File: src/rtl/sipo_pkg.sv
// Shared constants and state encoding for the serial-in parallel-out receiver.
// Imported by the bit counter and the receiver top.
package sipo_pkg;

   localparam int SIPO_W  = 4;
   localparam int SIPO_CW = $clog2(SIPO_W);

   typedef enum logic {
      IDLE  = 1'b0,
      SHIFT = 1'b1
   } state_t;

endpackage

File: src/rtl/sipo_bitcnt.sv
// Modulo-N bit counter with enable, synchronous clear and terminal count.
// tc flags the enabled cycle that wraps the count back to zero.
module sipo_bitcnt
   import sipo_pkg::*;
#(
   parameter int N  = SIPO_W,
   parameter int CW = SIPO_CW
) (
   input  logic clk,
   input  logic reset,
   input  logic en,
   input  logic clr,
   output logic tc
);

   localparam logic [CW-1:0] LAST = CW'(N - 1);

   logic [CW-1:0] cnt;

   assign tc = en & ~clr & (cnt == LAST);

   always_ff @(posedge clk or negedge reset) begin
      if (!reset) begin
         cnt <= '0;
      end else if (clr) begin
         cnt <= '0;
      end else if (en) begin
         cnt <= tc ? '0 : cnt + 1'b1;
      end
   end

endmodule

File: src/rtl/sipo_rx.sv
// MSB-first serial receiver with a one-word holding register.
// Collection never stalls; a word finishing while the holder is full is dropped.
module sipo_rx
   import sipo_pkg::*;
#(
   parameter int W = SIPO_W
) (
   input  logic         clk,
   input  logic         reset,
   input  logic         sin,
   input  logic         sin_en,
   input  logic         flush,
   output logic [W-1:0] dout,
   output logic         dout_valid,
   input  logic         dout_ready,
   output logic         overrun,
   output logic         busy
);

   localparam int CW = $clog2(W);

   state_t       state;
   state_t       state_nx;
   logic [W-1:0] shreg;
   logic [W-1:0] word;
   logic         acc;
   logic         tc;
   logic         take;

   assign acc  = sin_en & ~flush;
   assign word = {shreg[W-2:0], sin};
   assign take = ~dout_valid | dout_ready;

   sipo_bitcnt #(
      .N  (W),
      .CW (CW)
   ) u_bitcnt (
      .clk   (clk),
      .reset (reset),
      .en    (sin_en),
      .clr   (flush),
      .tc    (tc)
   );

   always_ff @(posedge clk or negedge reset) begin
      if (!reset) begin
         state <= IDLE;
      end else begin
         state <= state_nx;
      end
   end

   always_comb begin
      state_nx = state;
      unique case (state)
         IDLE:    if (acc) state_nx = SHIFT;
         SHIFT:   if (flush || tc) state_nx = IDLE;
         default: state_nx = IDLE;
      endcase
   end

   always_comb begin
      busy = (state == SHIFT);
   end

   always_ff @(posedge clk or negedge reset) begin
      if (!reset) begin
         shreg <= '0;
      end else if (flush) begin
         shreg <= '0;
      end else if (sin_en) begin
         shreg <= word;
      end
   end

   // Handshake and completion in one cycle: the new word replaces the old.
   always_ff @(posedge clk or negedge reset) begin
      if (!reset) begin
         dout       <= '0;
         dout_valid <= 1'b0;
         overrun    <= 1'b0;
      end else if (tc) begin
         if (take) begin
            dout       <= word;
            dout_valid <= 1'b1;
         end else begin
            overrun    <= 1'b1;
         end
      end else if (dout_ready) begin
         dout_valid <= 1'b0;
      end
   end

endmodule
File: config.mk
export PLATFORM = sky130hd
export DESIGN_NAME = sipo_rx
export DESIGN_NICKNAME = d
export VERILOG_FILES = /design/src/rtl/sipo_pkg.sv /design/src/rtl/sipo_bitcnt.sv /design/src/rtl/sipo_rx.sv
export SDC_FILE = /design/constraint.sdc
export NUM_CORES = 1
export LEC_CHECK = 0
export ABC_AREA = 1
export BUFFER_PORTS_ARGS = -buffer_cell sky130_fd_sc_hd__clkbuf_2
export CAP_MARGIN = 10
export CORE_AREA = 2 2 39 41
export CTS_CLUSTER_DIAMETER = 120
export DETAILED_ROUTE_END_ITERATION = 7
export DIE_AREA = 0 0 41 43
export PLACE_DENSITY = 0.68
export SKIP_CTS_REPAIR_TIMING = 1
export SLEW_MARGIN = 20
export SYNTH_ARGS = -nofsm -noshare
export SYNTH_HDL_FRONTEND = slang
export SYNTH_SLANG_ARGS = --single-unit
File: constraint.sdc
create_clock -name clk -period 0.9 [get_ports clk]
set_input_delay 0.18 -clock clk [delete_from_list [all_inputs] [get_ports clk]]
set_output_delay 0.18 -clock clk [all_outputs]
set_load 0.05 [all_outputs]
==> results of run 1 <==
[flip-flops by register name, summed over array words and instances (netlist names)]
register	cells
overrun	1
shreg	3
dout_valid	1
u_bitcnt.cnt	2
dout	4
busy	1
[through the flow]
step	setup WS [ns]	cell area, um2	setup TNS [ns]	std cells	power (W)
after global placement	-0.0318	604	-0.171	81	0.000754
final	-0.110	756	-0.874	89	0.00112
after CTS	-0.231	627	-1.81	84	0.00108
after detailed placement	-0.0615	604	-0.348	81	0.000757
after floorplan	-0.0424	524	-0.170	53	0.000703
after global routing	-0.147	756	-1.44	89	0.00119
[cells in the final DEF, fill, tap and decap left out, drive strengths merged]
| cell type | n |
|---|---|
| dfrtp | 12 |
| inv | 7 |
| nand3 | 4 |
| nand2 | 16 |
| o22ai | 1 |
| nor2 | 2 |
| o21bai | 1 |
| clkbuf | 8 |
| dlygate4sd3 | 1 |
| a21oi | 1 |
| ha | 1 |
| buf | 11 |
| nand4 | 4 |
| o21ai | 4 |
[cells by family after synthesis]
kind of cell             after synthesis  synth area share
AO/OA/AOI/OAI                          7            0.0758
buffers and inverters                  7            0.0514
adder cells (fa/ha/maj)                1            0.0244
flip-flops                            12             0.587
AND/OR/NAND/NOR                       26             0.262
[power groups by stage]
| stage | clock [W] | sequential, W | combinational [W] |
|---|---|---|---|
| finish | 0.000322 | 0.000589 | 0.000213 |
| global route | 0.000366 | 0.000591 | 0.000232 |
| CTS | 0.000334 | 0.000583 | 0.000164 |
| detailed placement | 0 | 0.000593 | 0.000164 |
| global placement | 0 | 0.000592 | 0.000162 |
| floorplan | 0 | 0.000650 | 0.0000532 |
[layer usage]
metal / global-route usage / share of wire / vias to the layer above
met5: 0 / 0 / -
li1: - / - / 218
met3: 0.0471 / 0.052 / 0
met1: 0.187 / 0.47 / 196
met4: 0.0800 / 0 / 0
met2: 0.147 / 0.48 / 10
[worst min path at each step]
stage	startpoint	end
2_1_floorplan	reset	busy
3_5_place_dp	reset	dout[1]
4_1_cts	reset	dout[1]
6_report	sin	shreg[0]
5_1_grt	sin	shreg[0]
3_3_place_gp	reset	dout[1]
[layout make-up]
class / instances / area [um2] / area share
clock buffers: 3 / 22.5 / 0.0298
inverters: 7 / 28.8 / 0.0381
multi-input cells: 34 / 238 / 0.315
flip-flops and latches: 12 / 303 / 0.401
well taps: 16 / 20.0 / 0.0265
repair buffers: 17 / 144 / 0.190
==> impl_metrics.prom, run 1 <==
# TYPE chip_impl_metric gauge
chip_impl_info{name="regToRegStartpoint",value="u_bitcnt.cnt[1]"} 1
chip_impl_metric{name="cts_inserted_buffers",unit=""} 3
chip_impl_info{name="cell_with_the_most_instances_after_synthesis",value="nand2_1"} 1
chip_impl_metric{name="antennaDiodeCount",unit=""} 0
chip_impl_metric{name="drt_drc_violations_left",unit=""} 0
chip_impl_info{name="endpoint_kind",value="output pin"} 1
chip_impl_metric{name="clock-sinks",unit=""} 12
chip_impl_metric{name="final_antenna_net_count",unit=""} 0
chip_impl_metric{name="comb_power_share",unit=""} 0.189
chip_impl_metric{name="route.detailed.vias_per_inst",unit=""} 4.76
chip_impl_metric{name="setup_viol_count_final",unit=""} 13
chip_impl_metric{name="power.share.sequential",unit=""} 0.524
chip_impl_info{name="crit_chain",value="buf_6"} 1
chip_impl_metric{name="clock_skew",unit="ns"} 0.00635
chip_impl_info{name="worstSetupStartpointType",value="register"} 1
chip_impl_metric{name="number_of_instances_on_the_worst_hold_path",unit=""} 3
chip_impl_metric{name="first_pass_iters",unit=""} 2
chip_impl_metric{name="min_period",unit="ns"} 1.01
chip_impl_metric{name="fillerInstances",unit=""} 134
chip_impl_info{name="synth_area_leader_cell",value="dfrtp_1"} 1
chip_impl_metric{name="synth.yosys.seq_area_share",unit=""} 0.587
chip_impl_metric{name="route.vias.total",unit=""} 424
chip_impl_info{name="root_buffer",value="clkbuf_4"} 1
chip_impl_metric{name="floorplan.initialDensity",unit=""} 0.370
chip_impl_metric{name="clock_power_share",unit=""} 0.286
chip_impl_metric{name="post_drt_wl_per_cell",unit="um"} 10.7
chip_impl_metric{name="yosys.area.top_type_share",unit=""} 0.587
chip_impl_metric{name="initial_drc_count",unit=""} 7
chip_impl_info{name="synth_top_flop_cell",value="dfrtp_1"} 1
chip_impl_metric{name="worst_setup_hold_path_clk_slew",unit="ns"} 0.07
chip_impl_metric{name="setup_ws",unit="ns"} -0.110
chip_impl_metric{name="synth_fp_nets",unit=""} 60
chip_impl_info{name="status",value="finished with violations"} 1
chip_impl_info{name="setup.worst_path.class",value="reg -> out"} 1
chip_impl_metric{name="power_switching",unit="W"} 0.000322
chip_impl_metric{name="synth-seq-cells",unit=""} 12
chip_impl_metric{name="htreeDepth",unit=""} 1
chip_impl_metric{name="finalWirelength",unit="um"} 955
chip_impl_info{name="synthTopCellsByCount",value="16 x nand2_1, 12 x dfrtp_1, 5 x inv_1"} 1
chip_impl_info{name="cp-endpoint",value="dout_valid"} 1
chip_impl_info{name="violated_checks",value="negative setup slack"} 1
chip_impl_metric{name="io-pin-count",unit=""} 13
chip_impl_metric{name="pin_count_of_the_biggest_net_entering_global_routing",unit=""} 13
chip_impl_metric{name="nNetsFinal",unit=""} 82
chip_impl_metric{name="timing_hold_violations_final",unit=""} 0
chip_impl_metric{name="synth.distinct_cells",unit=""} 14
chip_impl_metric{name="grt_pass1_wl",unit="um"} 1460
chip_impl_metric{name="io_buffers",unit=""} 12
chip_impl_metric{name="holdWs",unit="ns"} 0.152
chip_impl_metric{name="crit_arrival",unit="ns"} 0.83
chip_impl_metric{name="cts_max_path_buffers",unit=""} 2
chip_impl_metric{name="syn_to_final_growth",unit="%"} 47.7
chip_impl_metric{name="critical_path_depth",unit=""} 1
chip_impl_info{name="crit_path_top_delay_cell",value="dfrtp_2"} 1
chip_impl_metric{name="core_area",unit="um2"} 1380
chip_impl_metric{name="worstRegToRegCells",unit=""} 4
chip_impl_metric{name="critical_path.max_stage_delay",unit="ns"} 0.41
chip_impl_metric{name="die_area",unit="um2"} 1760
chip_impl_metric{name="post_route_cells_drive_above_1_share",unit=""} 0.452
chip_impl_metric{name="layout_utilization",unit=""} 0.546
chip_impl_metric{name="critical_path.n_buffers_inverters",unit=""} 1
chip_impl_metric{name="clk-insertion-delay-late",unit="ns"} 0.27
chip_impl_metric{name="synth.avg_cell_area",unit="um2"} 9.66
chip_impl_metric{name="cell_internal_pwr",unit="W"} 0.000801
chip_impl_info{name="crit_family",value="flip-flops"} 1
chip_impl_metric{name="via_count_of_the_first_global_routing_pass",unit=""} 348
chip_impl_metric{name="maxClockFrequency",unit="MHz"} 990
chip_impl_metric{name="synth_area",unit="um2"} 512
chip_impl_metric{name="switching_share",unit=""} 0.287
chip_impl_metric{name="placement_rows",unit=""} 14
chip_impl_metric{name="p_per_area",unit="nW/um2"} 1490
chip_impl_metric{name="dpl.hpwl",unit="um"} 663
chip_impl_metric{name="yosys_warns",unit=""} 0
chip_impl_metric{name="floorplan.die.width",unit="um"} 41
chip_impl_metric{name="vdd.ir_drop.worst",unit="mV"} 0.771
chip_impl_info{name="hold_wc_path_type",value="in -> reg"} 1
chip_impl_metric{name="worst-endpoint-required",unit="ns"} 0.72
chip_impl_metric{name="synth_enable_flop_cells",unit=""} 0
chip_impl_metric{name="maxCapViolCount",unit=""} 0
chip_impl_metric{name="finalWeightedCongestion",unit=""} 0.774
chip_impl_info{name="cts_tree",value="yes"} 1
chip_impl_info{name="setup.worst_path.start",value="dout_valid"} 1
chip_impl_info{name="grt_setup_unrepaired",value="yes"} 1
chip_impl_metric{name="p_leak",unit="nW"} 0.380
chip_impl_metric{name="critical_path.max_fanout",unit=""} 2
chip_impl_metric{name="timing_max_transition_violations_final",unit=""} 0
chip_impl_info{name="worstReg2RegEnd",value="dout[3]"} 1
chip_impl_metric{name="cell_count_after_synthesis",unit=""} 53
chip_impl_metric{name="grt_antenna_before_repair",unit=""} 0
chip_impl_metric{name="maxSlewHeadroom",unit=""} 0.803
chip_impl_info{name="synth.top_cells.by_area",value="dfrtp_1 59%, nand2_1 12%, nand4_1 4.9%, nor2_8 3.9%, o21ai_0 3.9%"} 1
chip_impl_metric{name="grt.total_usage",unit=""} 0.126
chip_impl_metric{name="chipHeight",unit="um"} 43
chip_impl_metric{name="final_min_period_over_clock_period",unit=""} 1.12
chip_impl_metric{name="synth-async-reset-ratio",unit=""} 1.00
chip_impl_metric{name="setup.reg_to_reg.worst_slack",unit="ns"} -0.05
chip_impl_metric{name="tightestPinTransition",unit="ns"} 0.296
chip_impl_metric{name="overflow",unit=""} 0
(Power assumes the default switching activity.)
==> run 2, diff against run 1 <==
Settings changed: SETUP_SLACK_MARGIN set to 0.02.
==> run 2 against run 1 <==
  * The flow still finishes with violations (negative setup slack)
  * Count of clock-buffer cells in the layout increased by 1
  * Maximum frequency decreased by 1.8%
  * Non-clock buffer count decreased by 1
  * Wire length increased by 7.0%
  * Hold slack got worse by 0.0047 ns
  * Clock skew decreased by 0.0054 ns
  * Worst setup slack got worse by 0.018 ns
  * Global-route usage decreased by 0.85 points
  * Flip-flop and latch count unchanged
  * Core utilization increased by 0.36 points
  * Critical endpoint unchanged
==> impl_metrics.prom, run 2 (same netlist as run 1, synthesis figures left out) <==
# TYPE chip_impl_metric gauge
chip_impl_metric{name="syn_to_final_growth",unit="%"} 48.7
chip_impl_metric{name="vdd.ir_drop.worst",unit="mV"} 0.645
chip_impl_info{name="worstSetupStartpointType",value="register"} 1
chip_impl_metric{name="crit_arrival",unit="ns"} 0.85
chip_impl_metric{name="initial_drc_count",unit=""} 5
chip_impl_metric{name="setup.reg_to_reg.worst_slack",unit="ns"} -0.05
chip_impl_info{name="setup.worst_path.class",value="reg -> out"} 1
chip_impl_metric{name="critical_path.n_buffers_inverters",unit=""} 1
chip_impl_metric{name="dpl.hpwl",unit="um"} 706
chip_impl_metric{name="worst_setup_hold_path_clk_slew",unit="ns"} 0.07
chip_impl_metric{name="post_route_cells_drive_above_1_share",unit=""} 0.493
chip_impl_metric{name="grt_pass1_wl",unit="um"} 1370
chip_impl_metric{name="tns",unit="ns"} -0.947
chip_impl_info{name="most-common-layout-cells",value="12 x nand2_1, 9 x dfrtp_1, 7 x buf_6"} 1
chip_impl_metric{name="fillerInstances",unit=""} 113
chip_impl_metric{name="worstRegToRegCells",unit=""} 4
chip_impl_metric{name="via_count_of_the_first_global_routing_pass",unit=""} 358
chip_impl_info{name="endpoint_kind",value="output pin"} 1
chip_impl_info{name="crit_chain",value="buf_6"} 1
chip_impl_metric{name="nNetsFinal",unit=""} 81
chip_impl_metric{name="die_area",unit="um2"} 1760
chip_impl_metric{name="placement_rows",unit=""} 14
chip_impl_metric{name="io_buffers",unit=""} 12
chip_impl_metric{name="pin_count_of_the_biggest_net_entering_global_routing",unit=""} 13
chip_impl_metric{name="core_area",unit="um2"} 1380
chip_impl_metric{name="post_drt_wl_per_cell",unit="um"} 11.5
chip_impl_metric{name="placed_instances",unit=""} 81
chip_impl_metric{name="p_leak",unit="nW"} 0.387
chip_impl_metric{name="timing_hold_violations_final",unit=""} 0
chip_impl_metric{name="route.vias.total",unit=""} 444
chip_impl_info{name="worstReg2RegEnd",value="dout[2]"} 1
chip_impl_info{name="root_buffer",value="clkbuf_4"} 1
chip_impl_metric{name="first_pass_iters",unit=""} 2
chip_impl_info{name="crit_path_top_delay_cell",value="dfrtp_2"} 1
chip_impl_metric{name="critical_path.max_stage_delay",unit="ns"} 0.43
chip_impl_metric{name="io-pin-count",unit=""} 13
chip_impl_metric{name="fin_cells",unit=""} 89
chip_impl_metric{name="chipHeight",unit="um"} 43
chip_impl_info{name="setup.worst_path.start",value="dout_valid"} 1
chip_impl_metric{name="cts_inserted_buffers",unit=""} 3
chip_impl_metric{name="final_antenna_net_count",unit=""} 0
chip_impl_metric{name="p_per_area",unit="nW/um2"} 1600
chip_impl_info{name="grt_setup_unrepaired",value="yes"} 1
chip_impl_metric{name="grt_antenna_before_repair",unit=""} 0
chip_impl_info{name="largest_registers",value="dout: 4 flops, shreg: 3 flops, u_bitcnt.cnt: 2 flops"} 1
chip_impl_metric{name="route.detailed.vias_per_inst",unit=""} 4.99
chip_impl_metric{name="floorplan.die.width",unit="um"} 41
chip_impl_metric{name="clock_skew",unit="ns"} 0.000937
chip_impl_metric{name="finalWeightedCongestion",unit=""} 0.813
chip_impl_metric{name="floorplan.initialDensity",unit=""} 0.370
chip_impl_metric{name="drt_drc_violations_left",unit=""} 0
chip_impl_metric{name="cts_max_path_buffers",unit=""} 2
chip_impl_metric{name="maxSlewHeadroom",unit=""} 0.795
chip_impl_info{name="status",value="finished with violations"} 1
chip_impl_metric{name="final_min_period_over_clock_period",unit=""} 1.14
chip_impl_metric{name="grt.total_usage",unit=""} 0.117
chip_impl_metric{name="htreeDepth",unit=""} 1
chip_impl_metric{name="critical_path_depth",unit=""} 1
chip_impl_metric{name="stdcell_area",unit="um2"} 761
chip_impl_metric{name="critical_path.max_fanout",unit=""} 2
chip_impl_info{name="regToRegStartpoint",value="u_bitcnt.cnt[1]"} 1
chip_impl_metric{name="timing_max_transition_violations_final",unit=""} 0
chip_impl_info{name="cts_tree",value="yes"} 1
chip_impl_metric{name="register_area",unit="um2"} 304
chip_impl_metric{name="flip_flop_count_of_the_largest_register_all_copies_and_words_added",unit=""} 4
chip_impl_metric{name="worst-endpoint-required",unit="ns"} 0.72
chip_impl_metric{name="min_period",unit="ns"} 1.03
chip_impl_metric{name="clock-sinks",unit=""} 12
chip_impl_info{name="hold_wc_path_type",value="in -> reg"} 1
chip_impl_metric{name="maxClockFrequency",unit="MHz"} 972
chip_impl_info{name="crit_family",value="flip-flops"} 1
chip_impl_metric{name="finalWirelength",unit="um"} 1020
chip_impl_metric{name="setup_viol_count_final",unit=""} 13
chip_impl_metric{name="multi_input_area",unit="um2"} 235
chip_impl_metric{name="antennaDiodeCount",unit=""} 0
chip_impl_info{name="largest_register",value="dout"} 1
chip_impl_metric{name="number_of_instances_on_the_worst_hold_path",unit=""} 3
chip_impl_metric{name="clk-insertion-delay-late",unit="ns"} 0.26
chip_impl_metric{name="tightestPinTransition",unit="ns"} 0.307
chip_impl_metric{name="detailed_place.area",unit="um2"} 616
chip_impl_metric{name="setup_ws",unit="ns"} -0.129
chip_impl_info{name="commonest_non_fill_non_tap_cell_in_the_layout",value="nand2_1"} 1
chip_impl_metric{name="overflow",unit=""} 0
chip_impl_info{name="violated_checks",value="negative setup slack"} 1
chip_impl_info{name="cp-endpoint",value="dout_valid"} 1
chip_impl_metric{name="maxCapViolCount",unit=""} 0
run 2: through the flow:
stage / power (W) / util / hold WS (ns) / setup slack [ns]
5_1_grt: 0.00130 / 0.550 / 0.152 / -0.169
3_5_place_dp: 0.000763 / 0.445 / 0.0817 / -0.0321
6_report: 0.00122 / 0.550 / 0.147 / -0.129
4_1_cts: 0.00118 / 0.471 / -0.208 / -0.213
2_1_floorplan: 0.000708 / - / -0.116 / -0.0424
3_3_place_gp: 0.000762 / 0.445 / 0.0792 / -0.00846
run 2: how the worst min path moves through the flow:
stage | slack (ns) | startpoint | to
after CTS | -0.21 | reset | dout[0]
after floorplan | -0.12 | reset | busy
final | 0.15 | sin | shreg[0]
after global placement | 0.08 | reset | dout[0]
after global routing | 0.15 | sin | shreg[0]
after detailed placement | 0.08 | reset | dout[0]
run 2: per-layer routing:
| layer | part of all wire | wire length (um) | track usage | vias to the layer above |
|---|---|---|---|---|
| met5 | 0 | 0 | 0 | - |
| li1 | - | - | - | 219 |
| met4 | 0.027 | 28 | 0.0600 | 0 |
| met3 | 0.051 | 52 | 0.0524 | 4 |
| met2 | 0.49 | 505 | 0.169 | 14 |
| met1 | 0.43 | 435 | 0.141 | 207 |
run 2: cell type report:
cell class	count	share of cell area
Clock buffer	4	0.0477
Inverter	7	0.0378
Multi-Input combinational cell	34	0.309
Sequential cell	12	0.400
Tap cell	16	0.0263
Timing Repair Buffer	16	0.179
run 2: power breakdown:
part	leakage (nW)	switching, W	total [W]	internal (W)
sequential	0.159	0.0000225	0.000590	0.000567
combinational	0.207	0.000136	0.000217	0.0000812
clock	0.0210	0.000168	0.000413	0.000245
